===== config.mk =====
export PLATFORM = sky130hd
export DESIGN_NAME = node_pos_collector
export DESIGN_NICKNAME = d
export VERILOG_FILES = /design/src/rtl/node_pos_collector.sv
export SDC_FILE = /design/constraint.sdc
export NUM_CORES = 1
export LEC_CHECK = 0
export ABC_AREA = 1
export CAP_MARGIN = 15
export CORE_MARGIN = 2
export CORE_UTILIZATION = 40
export CTS_CLUSTER_SIZE = 24
export DETAILED_ROUTE_END_ITERATION = 8
export SYNTH_ARGS = -nofsm -noshare
export SYNTH_HDL_FRONTEND = slang
export SYNTH_SLANG_ARGS = --single-unit

===== constraint.sdc =====
create_clock -name clk -period 6.25 [get_ports clk]
set_input_delay 0.625 -clock clk [delete_from_list [all_inputs] [get_ports clk]]
set_output_delay 0.625 -clock clk [all_outputs]
set_load 0.02 [all_outputs]

===== src/rtl/node_pos_collector.sv =====
// node_pos_collector: captures node x/y on one-hot strobes into a FWFT FIFO; `define COLLECTOR_SWEEP_TAG_EN adds out_sweep.
module node_pos_collector #(
  parameter int NODE_COUNT    = 5,
  parameter int FIFO_DEPTH    = 8,
  parameter int CAPTURE_DELAY = 1
) (
  input  logic                          clk,
  input  logic                          reset,
  input  logic [NODE_COUNT-1:0]         verlet_state,
  input  logic [32*NODE_COUNT-1:0]      x_pos_flat,
  input  logic [32*NODE_COUNT-1:0]      y_pos_flat,
  output logic                          out_valid,
  input  logic                          out_ready,
  output logic [7:0]                    out_node_id,
  output logic [31:0]                   out_x,
  output logic [31:0]                   out_y,
  output logic                          out_last,
  output logic [$clog2(FIFO_DEPTH):0]   fifo_level,
  output logic                          overflow,
  output logic                          strobe_error
`ifdef COLLECTOR_SWEEP_TAG_EN
  ,
  output logic [15:0]                   out_sweep
`endif
);
  localparam int AW = $clog2(FIFO_DEPTH);
  logic [NODE_COUNT-1:0] prev_state, fresh;
  logic one_hot, multi;
  logic [7:0] ev_id;
  logic [CAPTURE_DELAY-1:0] stg_v;
  logic [7:0] stg_id [CAPTURE_DELAY];
  logic [31:0] sx, sy;
  logic [7:0] mem_id [FIFO_DEPTH];
  logic [31:0] mem_x [FIFO_DEPTH];
  logic [31:0] mem_y [FIFO_DEPTH];
  logic [AW-1:0] wr_ptr, rd_ptr;
  logic [AW:0] count;
  logic push, pop, full, accept;
`ifdef COLLECTOR_SWEEP_TAG_EN
  logic [15:0] sweep;
  logic [15:0] mem_s [FIFO_DEPTH];
`endif
  assign fresh = verlet_state & ~prev_state;
  assign one_hot = fresh != '0 && (fresh & (fresh - NODE_COUNT'(1))) == '0;
  assign multi = fresh != '0 && !one_hot;
  assign push = stg_v[CAPTURE_DELAY-1];
  assign out_valid = count != '0;
  assign pop = out_valid && out_ready;
  assign full = count == (AW+1)'(FIFO_DEPTH);
  // a full FIFO still takes a push when the head leaves on the same edge
  assign accept = push && (!full || pop);
  assign fifo_level = count;
  assign out_node_id = out_valid ? mem_id[rd_ptr] : '0;
  assign out_x = out_valid ? mem_x[rd_ptr] : '0;
  assign out_y = out_valid ? mem_y[rd_ptr] : '0;
  assign out_last = out_valid && out_node_id == 8'(NODE_COUNT-1);
`ifdef COLLECTOR_SWEEP_TAG_EN
  assign out_sweep = out_valid ? mem_s[rd_ptr] : '0;
`endif
  always_comb begin
    ev_id = '0;
    sx = '0;
    sy = '0;
    for (int i = 0; i < NODE_COUNT; i++) begin
      ev_id = fresh[i] ? 8'(i) : ev_id;
      sx = stg_id[CAPTURE_DELAY-1] == 8'(i) ? x_pos_flat[32*i +: 32] : sx;
      sy = stg_id[CAPTURE_DELAY-1] == 8'(i) ? y_pos_flat[32*i +: 32] : sy;
    end
  end
  always_ff @(posedge clk) begin
    stg_id[0] <= ev_id;
    for (int i = CAPTURE_DELAY-1; i > 0; i--) stg_id[i] <= stg_id[i-1];
    if (accept) begin
      mem_id[wr_ptr] <= stg_id[CAPTURE_DELAY-1];
      mem_x[wr_ptr] <= sx;
      mem_y[wr_ptr] <= sy;
`ifdef COLLECTOR_SWEEP_TAG_EN
      mem_s[wr_ptr] <= sweep;
`endif
    end
  end
  always_ff @(posedge clk) begin
    if (reset) begin
      prev_state <= '0;
      stg_v <= '0;
      wr_ptr <= '0;
      rd_ptr <= '0;
      count <= '0;
      overflow <= 1'b0;
      strobe_error <= 1'b0;
`ifdef COLLECTOR_SWEEP_TAG_EN
      sweep <= '0;
`endif
    end else begin
      prev_state <= verlet_state;
      stg_v[0] <= one_hot;
      for (int i = CAPTURE_DELAY-1; i > 0; i--) stg_v[i] <= stg_v[i-1];
      if (multi) strobe_error <= 1'b1;
      if (push && full && !pop) overflow <= 1'b1;
      if (accept) wr_ptr <= wr_ptr + AW'(1);
      if (pop) rd_ptr <= rd_ptr + AW'(1);
      count <= count + (AW+1)'(accept) - (AW+1)'(pop);
`ifdef COLLECTOR_SWEEP_TAG_EN
      if (accept && stg_id[CAPTURE_DELAY-1] == 8'(NODE_COUNT-1)) sweep <= sweep + 16'd1;
`endif
    end
  end
endmodule


### Word-level counts from Yosys, hierarchy flattened

Memory sizes are Yosys's and may differ from the RTL's. A register that Yosys moved wholly into a read port is not among the register bits.
Index checks and enable logic that the tools add are counted.

| word-level totals | value |
|---|---|
| register bits | 18 |
| bits in writable memories | 579 |
| memories | 4 |
| bits in latches | 0 |
| output and inout port bits | 80 |
| logic and storage cells | 65 |
| input bits | 328 |
| ROM bits | 0 |

Memories:

| memory | depth | bits a word | read ports | clocked after memory_dff | write ports | RTL line | text |
|---|---|---|---|---|---|---|---|
| mem_x | 8 | 32 | 1 | 1 | 1 | 34 | `logic [31:0] mem_x [FIFO_DEPTH];` |
| mem_y | 8 | 32 | 1 | 1 | 1 | 35 | `logic [31:0] mem_y [FIFO_DEPTH];` |
| mem_id | 8 | 8 | 1 | 1 | 1 | 33 | `logic [7:0] mem_id [FIFO_DEPTH];` |
| stg_id | 1 | 3 | 1 | 0 | 1 | 31 | `logic [7:0] stg_id [CAPTURE_DELAY];` |

| cells by class | value |
|---|---|
| order comparisons | 0 |
| reductions and logical operators | 15 |
| divide/modulo/power cells | 0 |
| equal/unequal tests | 6 |
| muxes and demuxes | 25 |
| add/subtract/negate cells | 5 |
| shift-type cells | 0 |
| multiply operators | 0 |
| bitwise gates (word level) | 3 |

Operators with widths:

| kind | number |
|---|---|
| two-way mux 32 bit | 12 |
| two-way mux 3 bit | 7 |
| equality test 8 x 2 -> 1 bit, second input constant | 2 |
| equality test 8 x 3 -> 1 bit, second input constant | 2 |
| AND 5 bit | 2 |
| equality test 8 x 1 -> 1 bit, second input constant | 1 |
| zero test 8 bit | 1 |
| two-way mux 8 bit | 1 |
| logical AND 1 bit | 7 |
| adder 3 x 1 -> 3 bit, second input constant | 2 |
| zero test 5 bit | 1 |
| inverter 5 bit | 1 |
| nonzero test 5 bit | 1 |
| subtractor 5 x 1 -> 5 bit, second input constant | 1 |
| adder 4 x 1 -> 4 bit | 1 |
| equality test 4 bit, second input constant | 1 |
| two-way mux 2 bit | 2 |
| nonzero test 4 bit | 1 |
| subtractor 4 x 1 -> 4 bit | 1 |
| zero test 1 bit | 3 |
| two-way mux 1 bit | 3 |
| logical OR 1 bit | 1 |

### Depth between registers and ports, before layout

| logic depth | value |
|---|---|
| word-level depth | 8 |
| gate-level depth with buffers | 15 |

### Worst setup path before layout

No wires, ideal clock.

| path | value |
|---|---|
| path kind | reg2reg |
| start | reg count[2], in the netlist fifo_level[2] |
| end | mem mem_id[0][0], enable pin |
| buffers on the path | 0 |
| clock period less this slack | 4.639 ns |
| data arrival time | 4.146 ns |
| slack | 1.611 ns |
| library setup time | 0.492 ns |
| cell stages (with the launch flop) | 10 |
| path through | dfxtp_1 > inv_1 > ha_1 > nand2_1 > nand2_1 > nand2_1 > nand2_1 > inv_1 > nand2_1 > nor2_1 |

| between the ends | value |
|---|---|
| word-level cells in the longest chain between the ends | 6 |
| elaborated cells between the ends (all ways) | 8 |
| those cells by class | 1 x eq/ne; 2 x mux; 5 x reduce/logical |

RTL lines:

| what | RTL line | text |
|---|---|---|
| from (decl) | 37 | `logic [AW:0] count;` |
| from (signal assigned) | 102 | `count <= count + (AW+1)'(accept) - (AW+1)'(pop);` |
| equality test 4 bit / nonzero test 4 bit (equally long branches) | 49, 47 |  |
| zero test 1 bit / logical AND 1 bit (equally long branches) | 51, 48 |  |
| logical OR 1 bit (*) | 51 | `assign accept = push && (!full \|\| pop);` |
| logical AND 1 bit (*) | 51 |  |
| two-way mux 1 bit (*) | 73 | `if (accept) begin` |
| two-way mux 1 bit (not written as such) (*) | 74 | `mem_id[wr_ptr] <= stg_id[CAPTURE_DELAY-1];` |
| to (decl) | 33 |  |

Every way passes the cells marked *; elsewhere a longest branch is shown, timed or not.

==> results.sh <==
export IMPL_reg2regPathDepth=10
export IMPL_layoutNonFillerInstCount=3544
export IMPL_syn_cell_area_mm2=0.0247
export IMPL_min_path_type="flop to flop"
export IMPL_setup_slack_ps=1540
export IMPL_fin_setup_tns_ps=0
export IMPL_layout_nets=3046
export IMPL_total_power_uw=11600
export IMPL_dieArea_mm2=0.0637
export IMPL_p_int_uw=7690
export IMPL_rows=91
export IMPL_combPwrFrac_pct=34.2
export IMPL_end_kind="output port"
export IMPL_synth_yosys_seq_area_share_pct=67.2
export IMPL_worstReg2RegStart="fifo_level[2]"
export IMPL_wl_per_cell_um=19.0
export IMPL_tightest_slew_ps=1120
export IMPL_grt_pass1_vias=18112
export IMPL_clkSinkCount=560
export IMPL_yosys_warnings=0
export IMPL_floorplan_initialDensity_pct=40.2
export IMPL_drt_total_wl_um=67500
export IMPL_grt_start_max_net_pins=210
export IMPL_met1_usage_pct=26.1
export IMPL_antenna_found_initial=1
export IMPL_use_met3_pct=2.72
export IMPL_hp_start="rd_ptr[2]"
export IMPL_clkPwrFrac_pct=27.8
export IMPL_routed_via_density=5.14
export IMPL_peakVddDrop_v=0.000265
export IMPL_fmax_ghz=0.212
export IMPL_worstHoldPathCells=2
export IMPL_synth_xor_area_share_pct=0.0710
export IMPL_pwr_share_seq_pct=38.0
export IMPL_port_buffers=402
export IMPL_timing_rr_end="mem_y[3][7]"
export IMPL_slew_violations=0
export IMPL_p_per_area_mw_per_mm2=375
export IMPL_cp_max_fo=137
export IMPL_core_mm2=0.0614
export IMPL_rrSetupSlack_ps=3140
export IMPL_rsz0062_at_grt="false"
export IMPL_synth_edf_count=536
export IMPL_io_pins=408
export IMPL_die_w_um=252
export IMPL_synthAdderAreaFrac_pct=0.436
export IMPL_dr_pass1_iters=5
export IMPL_synthTopCellsByArea="edfxtp_1 (65%), nor2_1 (9.3%), o21ai_0 (5.1%)"
export IMPL_ctsHoldBuffers=0
export IMPL_slew_headroom_pct=25.2
export IMPL_cts_setup_buffers=0
export IMPL_overflow=0
export IMPL_grt_pass1_wl_um=102000
export IMPL_async_reset_ff_share_pct=0
export IMPL_drive_above_1_share_pct=4.58
export IMPL_antenna_cells=0
export IMPL_cts_buffers_inserted=57
export IMPL_status="finished clean"
export IMPL_place_inst=3440
export IMPL_cp_data_required_time_ps=5620
export IMPL_drtIter0Drc=1465
export IMPL_path_class="flop to output port"
export IMPL_cts_tree="done"
export IMPL_max_cap_viol_count=0
export IMPL_muxShareOfSynthArea_pct=0
export IMPL_dieHeight_um=252
export IMPL_leakagePower_uw=0.0114
export IMPL_nFillCells=5391
export IMPL_synth_simple_gate_area_share_pct=14.0
export IMPL_clk_latency_ps=600
export IMPL_syn_avg_cell_area_um2=10.4
export IMPL_top_usage_layer="met2"
export IMPL_p_switching_uw=3960
export IMPL_ys_flop_type="edfxtp_1"
export IMPL_synth_cells=2363
export IMPL_hold_violations=0
export IMPL_clk_pin_slew_ps=60
export IMPL_yosysTopAreaCell="edfxtp_1"
export IMPL_place_hpwl_um=38400
export IMPL_ys_types=29
export IMPL_start_kind="flop"
export IMPL_gp_congestion=0.799
export IMPL_htreeDepth=2
export IMPL_post_place_ws_ps=2120
export IMPL_synth_compound_area_share_pct=11.4
export IMPL_worstPathArrival_ps=4090
export IMPL_ys_ff_latch=560
export IMPL_synth_top_family_by_area="simple AND/OR/NAND/NOR gates"
export IMPL_grt_usage_pct=20.9
export IMPL_drc=0
export IMPL_period_minus_slack_ps=4710
export IMPL_cts_max_path_buffers=3
export IMPL_grtUsageMet2_pct=37.4
export IMPL_cts_resized=0
export IMPL_vias=18203
export IMPL_cts_root_buf="clkbuf_16"
export IMPL_period_share_pct=75.4
export IMPL_antenna_left=0
export IMPL_fin_worst_skew_ps=11.7
export IMPL_syn_to_final_growth_pct=25.9
export IMPL_switching_share_pct=34.0
export IMPL_setup_violations_final=0
export IMPL_final_util_pct=50.6
export IMPL_netlist_area_leader_share_pct=65.2
cell usage after synthesis (2+ instances only):
library cell    n
edfxtp_1      536
o21ai_1       141
o22ai_1       128
o21ai_0       252
nor3_1          2
inv_1         231
buf_2          33
nor2_1        614
dfxtp_1        24
nand3_1        83
buf_6          18
nand3_2         2
clkbuf_1       65
buf_1          10
inv_2           2
buf_4          20
nor3_4          2
nand2_1       176
a21oi_1         8
ha_1            7
through the flow:
| stage | area (µm²) | hold WS (ps) |
|---|---|---|
| final | 31100 | 467 |
| after global placement | 29300 | 440 |
| after global routing | 31100 | 500 |
| after floorplan | 24700 | 408 |
| after detailed placement | 29300 | 454 |
| after CTS | 31000 | 463 |
sequential cells by signal, indices dropped and copies added (netlist names), named ones only:
register,cells
overflow,1
push,1
rd_ptr,3
mem_y,256
mem_x,256
fifo_level,4
mem_id,24
wr_ptr,3
prev_state,5
stg_id,3
strobe_error,1
worst max path at each step:
stage	end
6_report	out_y[18]
5_1_grt	out_y[20]
4_1_cts	out_y[18]
3_5_place_dp	out_y[18]
3_3_place_gp	out_y[18]
2_1_floorplan	mem_id[0][0]
cell families (layout without fill, tap and decap cells):
kind of cell,Yosys count,in the layout
buffers and inverters,381,768
adders and majority gates,8,8
DFF,560,560
other,1,5
and+or+nand+nor,880,880
xor gates and xnor gates,2,2
AOI/OAI and AO/OA,531,531
power by group through the flow:
stage	registers [µW]	logic, µW	clock network [µW]
5_1_grt	4430	4370	3440
2_1_floorplan	4460	2380	0
3_5_place_dp	4500	4000	0
3_3_place_gp	4500	3950	0
4_1_cts	4420	4020	3290
6_report	4420	3990	3240
area by class of cell:
type	instances	area (µm²)	area share, %
repair buffers	431	4320	13.9
well taps	790	988	3.18
multi-input cells	1426	6510	21.0
clock buffers	79	1540	4.95
flip-flops and latches	560	16600	53.4
inverters	234	887	2.86
clock inverters	24	223	0.717
placed cells by master (no fill, tap or decap), drive strengths merged:
| master | instances |
|---|---|
| o21ai | 393 |
| clkbuf | 79 |
| edfxtp | 536 |
| o22ai | 128 |
| xor2 | 1 |
| fa | 1 |
| a21o | 1 |
| clkdlybuf4s50 | 402 |
| nor3b | 1 |
| inv | 234 |
| dfxtp | 24 |
| buf | 29 |
| nand2 | 176 |
| a31oi | 1 |
| clkinv | 18 |
| ha | 7 |
| clkinvlp | 2 |
| bufinv | 4 |
| nand3 | 85 |
| nor2 | 614 |
| conb | 5 |
| a21oi | 8 |
| nor3 | 4 |
| xnor2 | 1 |
per-layer routing:
layer / part of all wire [%] / vias to the layer above
met5: 0 / -
met4: 2.4 / 0
met3: 5.1 / 89
met2: 51 / 506
met1: 42 / 8840
li1: - / 8768
worst max-delay path, cell delays in order (launching register included):
cell and delay (ps):
dfxtp_4 570, inv_8 440, buf_16 430, buf_4 620, o21ai_0 160, o22ai_1 150, nor2_1 60, nor2_1 260
clkdlybuf4s50_1 660
Power figures use the tool's default switching activity.
